## config.mk

```make
export PLATFORM = sky130hd
export DESIGN_NAME = uart_trx
export DESIGN_NICKNAME = d
export VERILOG_FILES = /design/src/rtl/uart_trx.sv
export SDC_FILE = /design/constraint.sdc
export NUM_CORES = 1
export LEC_CHECK = 0
export ABC_AREA = 1
export BUFFER_PORTS_ARGS = -buffer_cell sky130_fd_sc_hd__buf_2
export CELL_PAD_IN_SITES_DETAIL_PLACEMENT = 0
export CELL_PAD_IN_SITES_GLOBAL_PLACEMENT = 1
export CORE_MARGIN = 2
export CORE_UTILIZATION = 48
export DETAILED_ROUTE_END_ITERATION = 7
export PLACE_DENSITY = 0.83
export SYNTH_ARGS = -nofsm -noshare
export SYNTH_HDL_FRONTEND = slang
export SYNTH_SLANG_ARGS = --single-unit
```

## constraint.sdc

```tcl
create_clock -name clk -period 4.41 [get_ports clk]
set_input_delay 0.441 -clock clk [delete_from_list [all_inputs] [get_ports clk]]
set_output_delay 0.441 -clock clk [all_outputs]
set_load 0.05 [all_outputs]
```

## src/rtl/uart_trx.sv

```systemverilog
// Full-duplex UART: TX serialises tx_data on act, RX synchronises rx_line and reports each frame with a valid pulse.
// Both directions are fixed-rate with no backpressure: act is ignored while busy_tx, and valid is a pulse the consumer must take.
module uart_trx #(
   parameter int DIV       = 868,
   parameter int DATA_BITS = 8,
   parameter int PARITY    = 0,
   parameter int STOP_BITS = 1
) (
   input  logic                 clk,
   input  logic                 rst,
   input  logic                 act,
   input  logic [DATA_BITS-1:0] tx_data,
   output logic                 tx_line,
   output logic                 busy_tx,
   input  logic                 rx_line,
   output logic [DATA_BITS-1:0] rx_data,
   output logic                 valid,
   output logic                 err,
   output logic                 perr,
   output logic                 busy_rx
);
   localparam int CW = $clog2(DIV);
   localparam logic [CW-1:0] DIV_M1  = CW'(DIV - 1);
   localparam logic [CW-1:0] HALF_M1 = CW'(DIV / 2 - 1);
   localparam logic [3:0] LAST_BIT  = 4'(DATA_BITS - 1);
   localparam logic [3:0] LAST_STOP = 4'(STOP_BITS - 1);
   localparam logic ODD     = (PARITY == 1);
   localparam logic HAS_PAR = (PARITY != 0);

   typedef enum logic [2:0] {S_IDLE, S_START, S_DATA, S_PAR, S_STOP} state_t;

   state_t               tx_st;
   logic [CW-1:0]        tx_cnt;
   logic [3:0]           tx_bit;
   logic [DATA_BITS-1:0] tx_sh;
   logic                 tx_par;
   logic                 tx_tick;

   assign tx_tick = (tx_cnt == DIV_M1);

   always_ff @(posedge clk or posedge rst) begin
      if (rst) begin
         tx_st   <= S_IDLE;
         tx_cnt  <= '0;
         tx_bit  <= '0;
         tx_sh   <= '0;
         tx_par  <= 1'b0;
         tx_line <= 1'b1;
         busy_tx <= 1'b0;
      end else begin
         tx_cnt <= tx_tick ? '0 : tx_cnt + 1'b1;
         case (tx_st)
            S_IDLE: begin
               tx_cnt <= '0;
               if (act) begin
                  tx_sh   <= tx_data;
                  tx_par  <= (^tx_data) ^ ODD;
                  tx_st   <= S_START;
                  busy_tx <= 1'b1;
                  tx_line <= 1'b0;
               end
            end
            S_START: if (tx_tick) begin
               tx_line <= tx_sh[0];
               tx_sh   <= tx_sh >> 1;
               tx_bit  <= '0;
               tx_st   <= S_DATA;
            end
            S_DATA: if (tx_tick) begin
               if (tx_bit == LAST_BIT) begin
                  tx_bit <= '0;
                  if (HAS_PAR) begin
                     tx_line <= tx_par;
                     tx_st   <= S_PAR;
                  end else begin
                     tx_line <= 1'b1;
                     tx_st   <= S_STOP;
                  end
               end else begin
                  tx_line <= tx_sh[0];
                  tx_sh   <= tx_sh >> 1;
                  tx_bit  <= tx_bit + 1'b1;
               end
            end
            S_PAR: if (tx_tick) begin
               tx_line <= 1'b1;
               tx_bit  <= '0;
               tx_st   <= S_STOP;
            end
            S_STOP: if (tx_tick) begin
               if (tx_bit == LAST_STOP) begin
                  busy_tx <= 1'b0;
                  tx_st   <= S_IDLE;
               end else begin
                  tx_bit <= tx_bit + 1'b1;
               end
            end
            default: tx_st <= S_IDLE;
         endcase
      end
   end

   logic                 s1;
   logic                 rs;
   logic                 armed;
   state_t               rx_st;
   logic [CW-1:0]        rx_cnt;
   logic [3:0]           rx_bit;
   logic [DATA_BITS-1:0] rx_sh;
   logic                 rx_pbad;

   // armed clears whenever a frame starts, so a line stuck low after a frame cannot retrigger
   always_ff @(posedge clk or posedge rst) begin
      if (rst) begin
         s1      <= 1'b1;
         rs      <= 1'b1;
         armed   <= 1'b0;
         rx_st   <= S_IDLE;
         rx_cnt  <= '0;
         rx_bit  <= '0;
         rx_sh   <= '0;
         rx_pbad <= 1'b0;
         rx_data <= '0;
         valid   <= 1'b0;
         err     <= 1'b0;
         perr    <= 1'b0;
         busy_rx <= 1'b0;
      end else begin
         s1    <= rx_line;
         rs    <= s1;
         valid <= 1'b0;
         if (rx_st != S_IDLE)
            rx_cnt <= rx_cnt - 1'b1;
         case (rx_st)
            S_IDLE: begin
               if (rs) begin
                  armed <= 1'b1;
               end else if (armed) begin
                  armed   <= 1'b0;
                  busy_rx <= 1'b1;
                  rx_cnt  <= HALF_M1;
                  rx_st   <= S_START;
               end
            end
            S_START: if (rx_cnt == '0) begin
               if (rs) begin
                  busy_rx <= 1'b0;
                  rx_st   <= S_IDLE;
               end else begin
                  rx_cnt  <= DIV_M1;
                  rx_bit  <= '0;
                  rx_pbad <= 1'b0;
                  rx_st   <= S_DATA;
               end
            end
            S_DATA: if (rx_cnt == '0) begin
               rx_sh  <= {rs, rx_sh[DATA_BITS-1:1]};
               rx_cnt <= DIV_M1;
               if (rx_bit == LAST_BIT)
                  rx_st <= HAS_PAR ? S_PAR : S_STOP;
               else
                  rx_bit <= rx_bit + 1'b1;
            end
            S_PAR: if (rx_cnt == '0) begin
               rx_pbad <= rs ^ (^rx_sh) ^ ODD;
               rx_cnt  <= DIV_M1;
               rx_st   <= S_STOP;
            end
            S_STOP: if (rx_cnt == '0) begin
               valid   <= 1'b1;
               rx_data <= rx_sh;
               err     <= ~rs;
               perr    <= rx_pbad;
               busy_rx <= 1'b0;
               rx_st   <= S_IDLE;
            end
            default: rx_st <= S_IDLE;
         endcase
      end
   end
endmodule
```

After elaboration in Yosys (flattened, before gate mapping)
Cells that the tools add are included.
{"block": "totals", "inputBits": 12, "output_inout_bits": 14, "regBits": 68, "wordCells": 147}
{"block": "op_classes", "reduce_logical": 26, "n_mux": 65, "n_bitwise": 2, "n_eq_ne": 31, "add_sub_neg": 4}
{"cell": "$mux 10", "count": 8}
{"cell": "$mux 3", "count": 14}
{"cell": "$ne 2x2->1 const B", "count": 19}
{"cell": "$mux 4", "count": 9}
{"cell": "$mux 8", "count": 4}
{"cell": "$pmux 10 s3", "count": 1}
{"cell": "$pmux 3 s5", "count": 2}
{"cell": "$pmux 8 s3", "count": 1}
{"cell": "$reduce_and 5->1", "count": 4}
{"cell": "$mux 1", "count": 19}
{"cell": "$reduce_and 7->1", "count": 2}
{"cell": "$eq 3x2->1 const B", "count": 4}
{"cell": "$pmux 4 s3", "count": 1}
{"cell": "$reduce_bool 3->1", "count": 4}
{"cell": "$add 10x1->10 const B", "count": 1}
{"cell": "$eq 10x10->1 const B", "count": 1}
{"cell": "$logic_not 10->1", "count": 1}
{"cell": "$sub 10x1->10 const B", "count": 1}
{"cell": "$add 4x1->4 const B", "count": 2}
{"cell": "$eq 4x3->1 const B", "count": 2}
{"cell": "$pmux 4 s2", "count": 1}
{"cell": "$reduce_and 4->1", "count": 2}
{"cell": "$reduce_xor 8->1", "count": 1}
{"cell": "$eq 3x1->1 const B", "count": 2}
{"cell": "other kinds (15)", "count": 22}

Depth between registers and ports, before layout
Gate-level depths: netlist of the first run.
{"block": "logic_depth", "depth_word": 5, "ltp_mapped": 12, "mapped_depth_nobuf": 12}

Worst setup path after synthesis of the first run
OpenSTA, ideal clock, no wires.
{"block": "synth_path", "kind": "register to register", "from": "register rx_cnt[0]", "to": "register perr", "path_stages_with_launch": 11, "t_arrival_ns": 1.403, "required_ns": 4.292, "period_less_slack_ns": 1.521, "path_slack_ns": 2.889, "path_buffers": 1, "setup_ns": 0.118, "cell_sequence": "dfrtp_1 inv_1 ha_1 inv_1 nor2_1 nand3_1 nor2_4 nand3_4 buf_6 nand2_1 nand2_1"}
{"block": "synth_via", "elab_chain_len": 2}
{"element": "start: declaration", "line_no": "107", "rtl": "logic [CW-1:0] rx_cnt;"}
{"element": "start signal: assignment", "line_no": "133", "rtl": "rx_cnt <= rx_cnt - 1'b1;"}
{"element": "$logic_not 10->1", "line_no": "169", "rtl": "S_STOP: if (rx_cnt == '0) begin"}
{"element": "$reduce_and 2->1 (no line)"}
{"element": "end signal: assignment", "line_no": "173", "rtl": "perr <= rx_pbad;"}
{"element": "end: declaration", "line_no": "19", "rtl": "output logic perr,"}
Every way passes these cells.
A chain may end at the register's enable or synchronous reset.

Worst setup path after layout of the first run
Ends and elaborated chain as after synthesis.

==> results of run 1 <==
cells by family after synthesis:
group                      share of synthesized area, %
DFF                                               46.41
buffers and inverters                             7.967
muxes                                            0.2724
AOI/OAI and AO/OA                                 10.83
adders and majority gates                         2.043
xor gates and xnor gates                          3.337
and+or+nand+nor                                   29.15
critical path: cells and delay by family, from the launching register on:
| family | cells | cell delay, ns |
|---|---|---|
| DFF | 1 | 0.36 |
| and+or+nand+nor | 6 | 0.80 |
| adders and majority gates | 1 | 0.17 |
| buffers and inverters | 3 | 0.34 |
per-stage QoR:
step	worst slack, ns	instances	power [mW]	cell area (sq um)
2_1_floorplan	2.262	465	1.629	3675
3_3_place_gp	2.686	585	1.764	3875
3_5_place_dp	2.672	585	1.773	3875
4_1_cts	2.650	601	2.336	4084
5_1_grt	2.449	601	2.515	4084
6_report	2.661	601	2.322	4084
state kept, by name (all words and copies together) (netlist names), 3 cells and up:
| signal | flops |
|---|---|
| rx_cnt | 10 |
| tx_cnt | 10 |
| rx_data | 8 |
| rx_sh | 8 |
| tx_sh | 8 |
| rx_bit | 4 |
| tx_bit | 4 |
| rx_st | 3 |
| tx_st | 3 |
power groups by stage:
stage | Combinational [mW] | Sequential [mW] | Clock [mW]
after floorplan | 0.749 | 0.880 | 0
after global placement | 0.888 | 0.876 | 0
after detailed placement | 0.895 | 0.878 | 0
after CTS | 0.904 | 0.867 | 0.564
after global routing | 1.04 | 0.884 | 0.589
final | 0.900 | 0.867 | 0.555
cells in the mapped netlist, types with 4 or more instances:
master	count	area (sq um)
xor2_1	11	96.34
a21oi_1	8	40.04
a21oi_2	8	70.07
nand2_2	6	37.54
nor2_2	4	25.02
o21ai_1	21	105.1
nor2_1	52	195.2
nor2_4	4	45.04
o21bai_1	5	37.54
nor3_1	6	30.03
dfrtp_1	65	1627
nand2_1	127	476.7
ha_1	6	75.07
nand4_1	9	56.30
inv_2	6	22.52
o21ai_0	20	100.1
inv_1	57	214.0
nand3_1	25	125.1
buf_6	5	56.30
per-layer routing:
metal	track usage, %	vias up
li1	-	1547
met1	26.47	1356
met2	29.78	42
met3	3.071	10
met4	7.576	0
met5	0	-
path summary, 6_finish.rpt:
path                       endpoint      start  slack (ns)  cells past startpoint
hold reg to reg                  rs         s1        0.36                      0
hold / removal                   s1    rx_line        0.21                      1
min in group asynchronous  tx_st[1]        rst        0.36                      2
setup reg to reg               perr  rx_cnt[0]        2.66                     10
max in group asynchronous   tx_line        rst        3.15                      3
setup / recovery               perr  rx_cnt[0]        2.66                     10
cell type report:
| cell class | instances | area (sq um) |
|---|---|---|
| Clock inverter | 5 | 77.57 |
| Timing Repair Buffer | 26 | 132.6 |
| Fill cell | 711 | 3247 |
| Multi-Input combinational cell | 329 | 1677 |
| Clock buffer | 11 | 131.4 |
| Tap cell | 99 | 123.9 |
| Inverter | 63 | 236.5 |
| Sequential cell | 68 | 1705 |
==> results.sh, run 1 <==
export IMPL_diodes=0
export IMPL_layout_nets=515
export IMPL_grt_pass1_wl_mm=12.91
export IMPL_cts_path_max_buffers=2
export IMPL_fin_hold_ws_ns=0.2118
export IMPL_skew_ns=0.01061
export IMPL_grt_ovfl_total=0
export IMPL_p_comb_share_pct=38.8
export IMPL_drc=0
export IMPL_worst_path_max_delay_cell="dfrtp_1"
export IMPL_pin_count=26
export IMPL_worst_pin_slew_ns=1.054
export IMPL_setup_worst_path_start_class="register"
export IMPL_ys_warn_count=0
export IMPL_initial_core_util_pct=50.13
export IMPL_power_density_mw_per_mm2=568.6
export IMPL_post_cts_buffers=0
export IMPL_fp_dieH_um=91.50
export IMPL_synth_ff_type="dfrtp_1"
export IMPL_synthesis_area_sq_mm=0.003675
export IMPL_rows=31
export IMPL_syn_area_per_cell_sq_um=7.903
export IMPL_outcome="finished clean"
export IMPL_htree_num_levels=3
export IMPL_drtIter0Drc=113
export IMPL_ys_seq_area_share_pct=46.41
export IMPL_clk_latency_ns=0.34
export IMPL_utilization_pct=55.71
export IMPL_met3WireLength_um=210
export IMPL_synth_nets=483
export IMPL_async_reset_ff_share_pct=100.0
export IMPL_fp_coreArea_sq_mm=0.007331
export IMPL_end_kind="register"
export IMPL_cts_resized_gates=0
export IMPL_drive_above_1_share_pct=15.14
export IMPL_ctsHoldBuffers=0
export IMPL_hold_viol_final=0
export IMPL_detail_route_antenna_nets=0
export IMPL_rsz0062_at_grt="no"
export IMPL_synth_edf_count=0
export IMPL_p_switching_mw=0.9625
export IMPL_synth_cells=465
export IMPL_cpMostUsedCell="inv_1"
export IMPL_path_cells="inv_1 > ha_1 > inv_1 > nor2_1 > nand3_1 > nor2_4 > nand3_4 > inv_1 > nand2_1 > nand2_1"
export IMPL_crit_fanout=19
export IMPL_slew_headroom_pct=29.61
export IMPL_routabilityCongestion=0.8280
export IMPL_max_cap_viol_count=0
export IMPL_syn_to_final_growth_pct=11.13
export IMPL_wire_per_inst_um=12.08
export IMPL_avgViaCountPerCell=4.917
export IMPL_grt_start_max_net_pins=51
export IMPL_antenna_found_initial=0
export IMPL_root_buffer="clkbuf_8"
export IMPL_met1_length_mm=3.615
export IMPL_drtPass1Iterations=4
export IMPL_setup_viol=0
export IMPL_vdd_drop_max_mv=0.3070
export IMPL_clockPowerShare_pct=23.9
export IMPL_fp_dieW_um=91.50
export IMPL_synth_seq_cells=68
export IMPL_numCtsBuffers=9
export IMPL_worstPathRequired_ns=4.68
export IMPL_synth_cell_types=31
export IMPL_clk_pin_slew_ns=0.07
export IMPL_io_buffers=25
export IMPL_finalMaxSlewViolations=0
export IMPL_final_common_cell="nand2_1"
export IMPL_die_area_sq_mm=0.008371
export IMPL_layout_common_cells="127 x nand2_1, 65 x dfrtp_1, 56 x inv_1, 52 x nor2_1"
export IMPL_arrival_ns=2.02
export IMPL_grt_pass1_vias=2858
export IMPL_critPathMaxStageDelay_ns=0.36
export IMPL_pwr_share_seq_pct=37.3
export IMPL_p_sw_share_pct=41.45
export IMPL_fin_crit_sh_pct=39.66
export IMPL_p_int_mw=1.360
export IMPL_fmax_mhz=571.7
export IMPL_p_leak_nw=2.058
export IMPL_cts_num_sinks=68
export IMPL_cts_tree="built"
export IMPL_dr_wl_met2_mm=3.320
export IMPL_worst_setup_path_type="reg -> reg"
export IMPL_dp_hpwl_mm=5.201
export IMPL_routed_via_count=2955
export IMPL_setup_tns_ns=0
export IMPL_top_layer="met4"
export IMPL_hp_class="in -> reg"
export IMPL_layout_min_cycle_time_ns=1.749
export IMPL_drt_total_wl_mm=7.262
export IMPL_grt_usage_pct=19.06
No activity file was read; power rests on OpenSTA's default activity.
==> inputs of run 2 (changes only) <==
Settings changed: CORE_UTILIZATION 48 to 41, PLACE_DENSITY 0.83 to 0.75.
Clock period 4.41 ns to 1.6 ns, I/O delays scaled along.
==> run 2 against run 1 <==
Worst setup slack worse by 2.6 ns. Clock power rose to 2.5 times the previous value. Clock skew shrank 0.0017 ns. Total power grew to 3.1 times the previous value. Count of clock-buffer cells in the layout fell by 2. Combinational power grew to 3.8 times the previous value. Non-clock buffer count up 38. Sequential share of layout area down 4.7 points. Design area increased by 13%. Cell count up 8.3%. Critical path type unchanged. Largest power group unchanged.
==> results.sh, run 2 (synthesis gave the netlist of run 1 again) <==
export IMPL_setup_worst_path_start_class="register"
export IMPL_reg_top3="rx_cnt x10, tx_cnt x10"
export IMPL_grt_pass1_vias=3044
export IMPL_numCtsBuffers=9
export IMPL_antenna_found_initial=0
export IMPL_path_buf_inv=3
export IMPL_layout_nets=556
export IMPL_grt_start_max_net_pins=69
export IMPL_dp_hpwl_mm=5.547
export IMPL_setup_viol=0
export IMPL_outcome="finished clean"
export IMPL_multi_input_area_sq_mm=0.001859
export IMPL_avgViaCountPerCell=4.859
export IMPL_arrival_ns=1.81
export IMPL_cts_tree="built"
export IMPL_clk_latency_ns=0.34
export IMPL_fp_dieH_um=98.67
export IMPL_diodes=0
export IMPL_min_to="tx_sh[7]"
export IMPL_worst_path_max_delay_cell="dfrtp_1"
export IMPL_drive_above_1_share_pct=27.99
export IMPL_critPathMaxStageDelay_ns=0.39
export IMPL_fp_dieW_um=98.67
export IMPL_final_common_cell="nand2_1"
export IMPL_path_cells="inv_2 > ha_4 > inv_2 > nor2_2 > nand3_2 > nor2_4 > buf_12 > o211ai_1 > nand2_1 > nand2_1"
export IMPL_final_setup_worst_slack_ns=0.01357
export IMPL_max_cap_viol_count=0
export IMPL_seqCellArea_sq_mm=0.001707
export IMPL_routed_via_count=3163
export IMPL_cts_num_sinks=68
export IMPL_grt_pass1_wl_mm=13.92
export IMPL_skew_ns=0.008883
export IMPL_rsz0062_at_grt="yes"
export IMPL_end_kind="register"
export IMPL_crit_fanout=5
export IMPL_timing_rr_end="rx_cnt[7]"
export IMPL_reg2reg_slack_ns=0.01
export IMPL_layout_common_cells="114 x nand2_1, 64 x dfrtp_1, 51 x inv_1, 44 x nor2_1, 34 x buf_4"
export IMPL_die_area_sq_mm=0.009736
export IMPL_wire_per_inst_um=12.28
export IMPL_min_from="tx_data[7]"
export IMPL_root_buffer="clkbuf_8"
export IMPL_layout_min_cycle_time_ns=1.586
export IMPL_drtIter0Drc=141
export IMPL_reg2reg_depth=10
export IMPL_drt_total_wl_mm=7.997
export IMPL_htree_num_levels=3
export IMPL_hold_viol_final=0
export IMPL_hold_depth=3
export IMPL_grt_usage_pct=17.55
export IMPL_vdd_drop_max_mv=0.7867
export IMPL_detail_route_antenna_nets=0
export IMPL_nFillCells=850
export IMPL_clk_pin_slew_ns=0.07
export IMPL_grt_ovfl_total=0
export IMPL_power_density_mw_per_mm2=1553
export IMPL_routabilityCongestion=0.8913
export IMPL_slew_headroom_pct=74.31
export IMPL_drtPass1Iterations=5
export IMPL_pin_count=26
export IMPL_worstPathRequired_ns=1.82
export IMPL_worst_pin_slew_ns=0.3836
export IMPL_fp_coreArea_sq_mm=0.008721
export IMPL_rows=34
export IMPL_cts_path_max_buffers=2
export IMPL_finalNonFillerCells=651
export IMPL_initial_core_util_pct=42.14
export IMPL_syn_to_final_growth_pct=25.47
export IMPL_r2r_start="rx_cnt[1]"
export IMPL_placedCellCount=624
export IMPL_drc=0
export IMPL_p_leak_nw=2.267
export IMPL_finalMaxSlewViolations=0
export IMPL_fin_crit_sh_pct=99.15
export IMPL_hp_class="in -> reg"
export IMPL_io_buffers=25
export IMPL_worst_setup_path_type="reg -> reg"
export IMPL_path_delay_family="simple AND/OR/NAND/NOR gates"
export IMPL_fmax_mhz=630.3
export IMPL_dp_slack_ns=-0.03572
run 2: metal layers:
metal | part of all wire, % | track usage, % | up-vias | routed length, um
met5 | 0 | 0 | - | 0
met4 | 0.95 | 4.953 | 0 | 76
met1 | 50 | 23.94 | 1490 | 3968
met2 | 47 | 27.68 | 29 | 3759
met3 | 2.4 | 4.752 | 7 | 193
li1 | - | - | 1637 | -
run 2: worst max path at each step:
stage	startpoint	to	slack [ns]	cells after the start
after floorplan	rx_cnt[0]	perr	0.08	10
after global placement	tx_bit[0]	tx_sh[5]	0.008	7
after detailed placement	rx_cnt[1]	perr	-0.04	10
after CTS	rx_cnt[1]	rx_cnt[7]	-0.0007	10
after global routing	rx_cnt[1]	rx_cnt[7]	-0.09	10
final	rx_cnt[1]	rx_cnt[7]	0.01	10
run 2: stage by stage:
stage                     instance area, sq um  util (%)  setup TNS, ns  total power, mW  hold WS [ns]
after global placement                    4128     47.33              0            5.365        0.2662
after detailed placement                  4128     47.33        -0.1067            5.407        0.2699
after global routing                      4611     52.87        -0.7281            7.776       0.07324
final                                     4611     52.87              0            7.158       0.06129
after floorplan                           3679         -              0            4.490        0.1645
after CTS                                 4415     50.63     -0.0006907            6.972       0.03997
run 2: final cells by class:
| class | count | share of cell area (%) |
|---|---|---|
| Clock buffer | 9 | 2.687 |
| Clock inverter | 7 | 1.628 |
| Inverter | 63 | 5.319 |
| Multi-Input combinational cell | 332 | 40.33 |
| Sequential cell | 68 | 37.02 |
| Timing Repair Buffer | 64 | 10.09 |
| Tap cell | 108 | 2.931 |
run 2: what timing repair did:
item                                    4_1_cts  5_1_grt
setup buffers                                 1        4
gates resized for setup                       4       53
endpoints found under the setup margin       12       48
gates cloned                                  3        1
hold buffers                                  2        0
pin swaps                                     3       22
hold endpoints to repair                     66        0
run 2: report_power, final:
group	internal (mW)	switching (mW)	total, mW
combinational	1.34	2.09	3.42
clock	0.724	0.680	1.40
sequential	2.08	0.249	2.33
run 2: worst register-to-register path, cell delays in order (launching register included):
cell and delay, ns:
dfrtp_1 0.39, inv_2 0.09, ha_4 0.13, inv_2 0.03, nor2_2 0.10, nand3_2 0.09
nor2_4 0.17, buf_12 0.15, o211ai_1 0.17, nand2_1 0.11, nand2_1 0.05
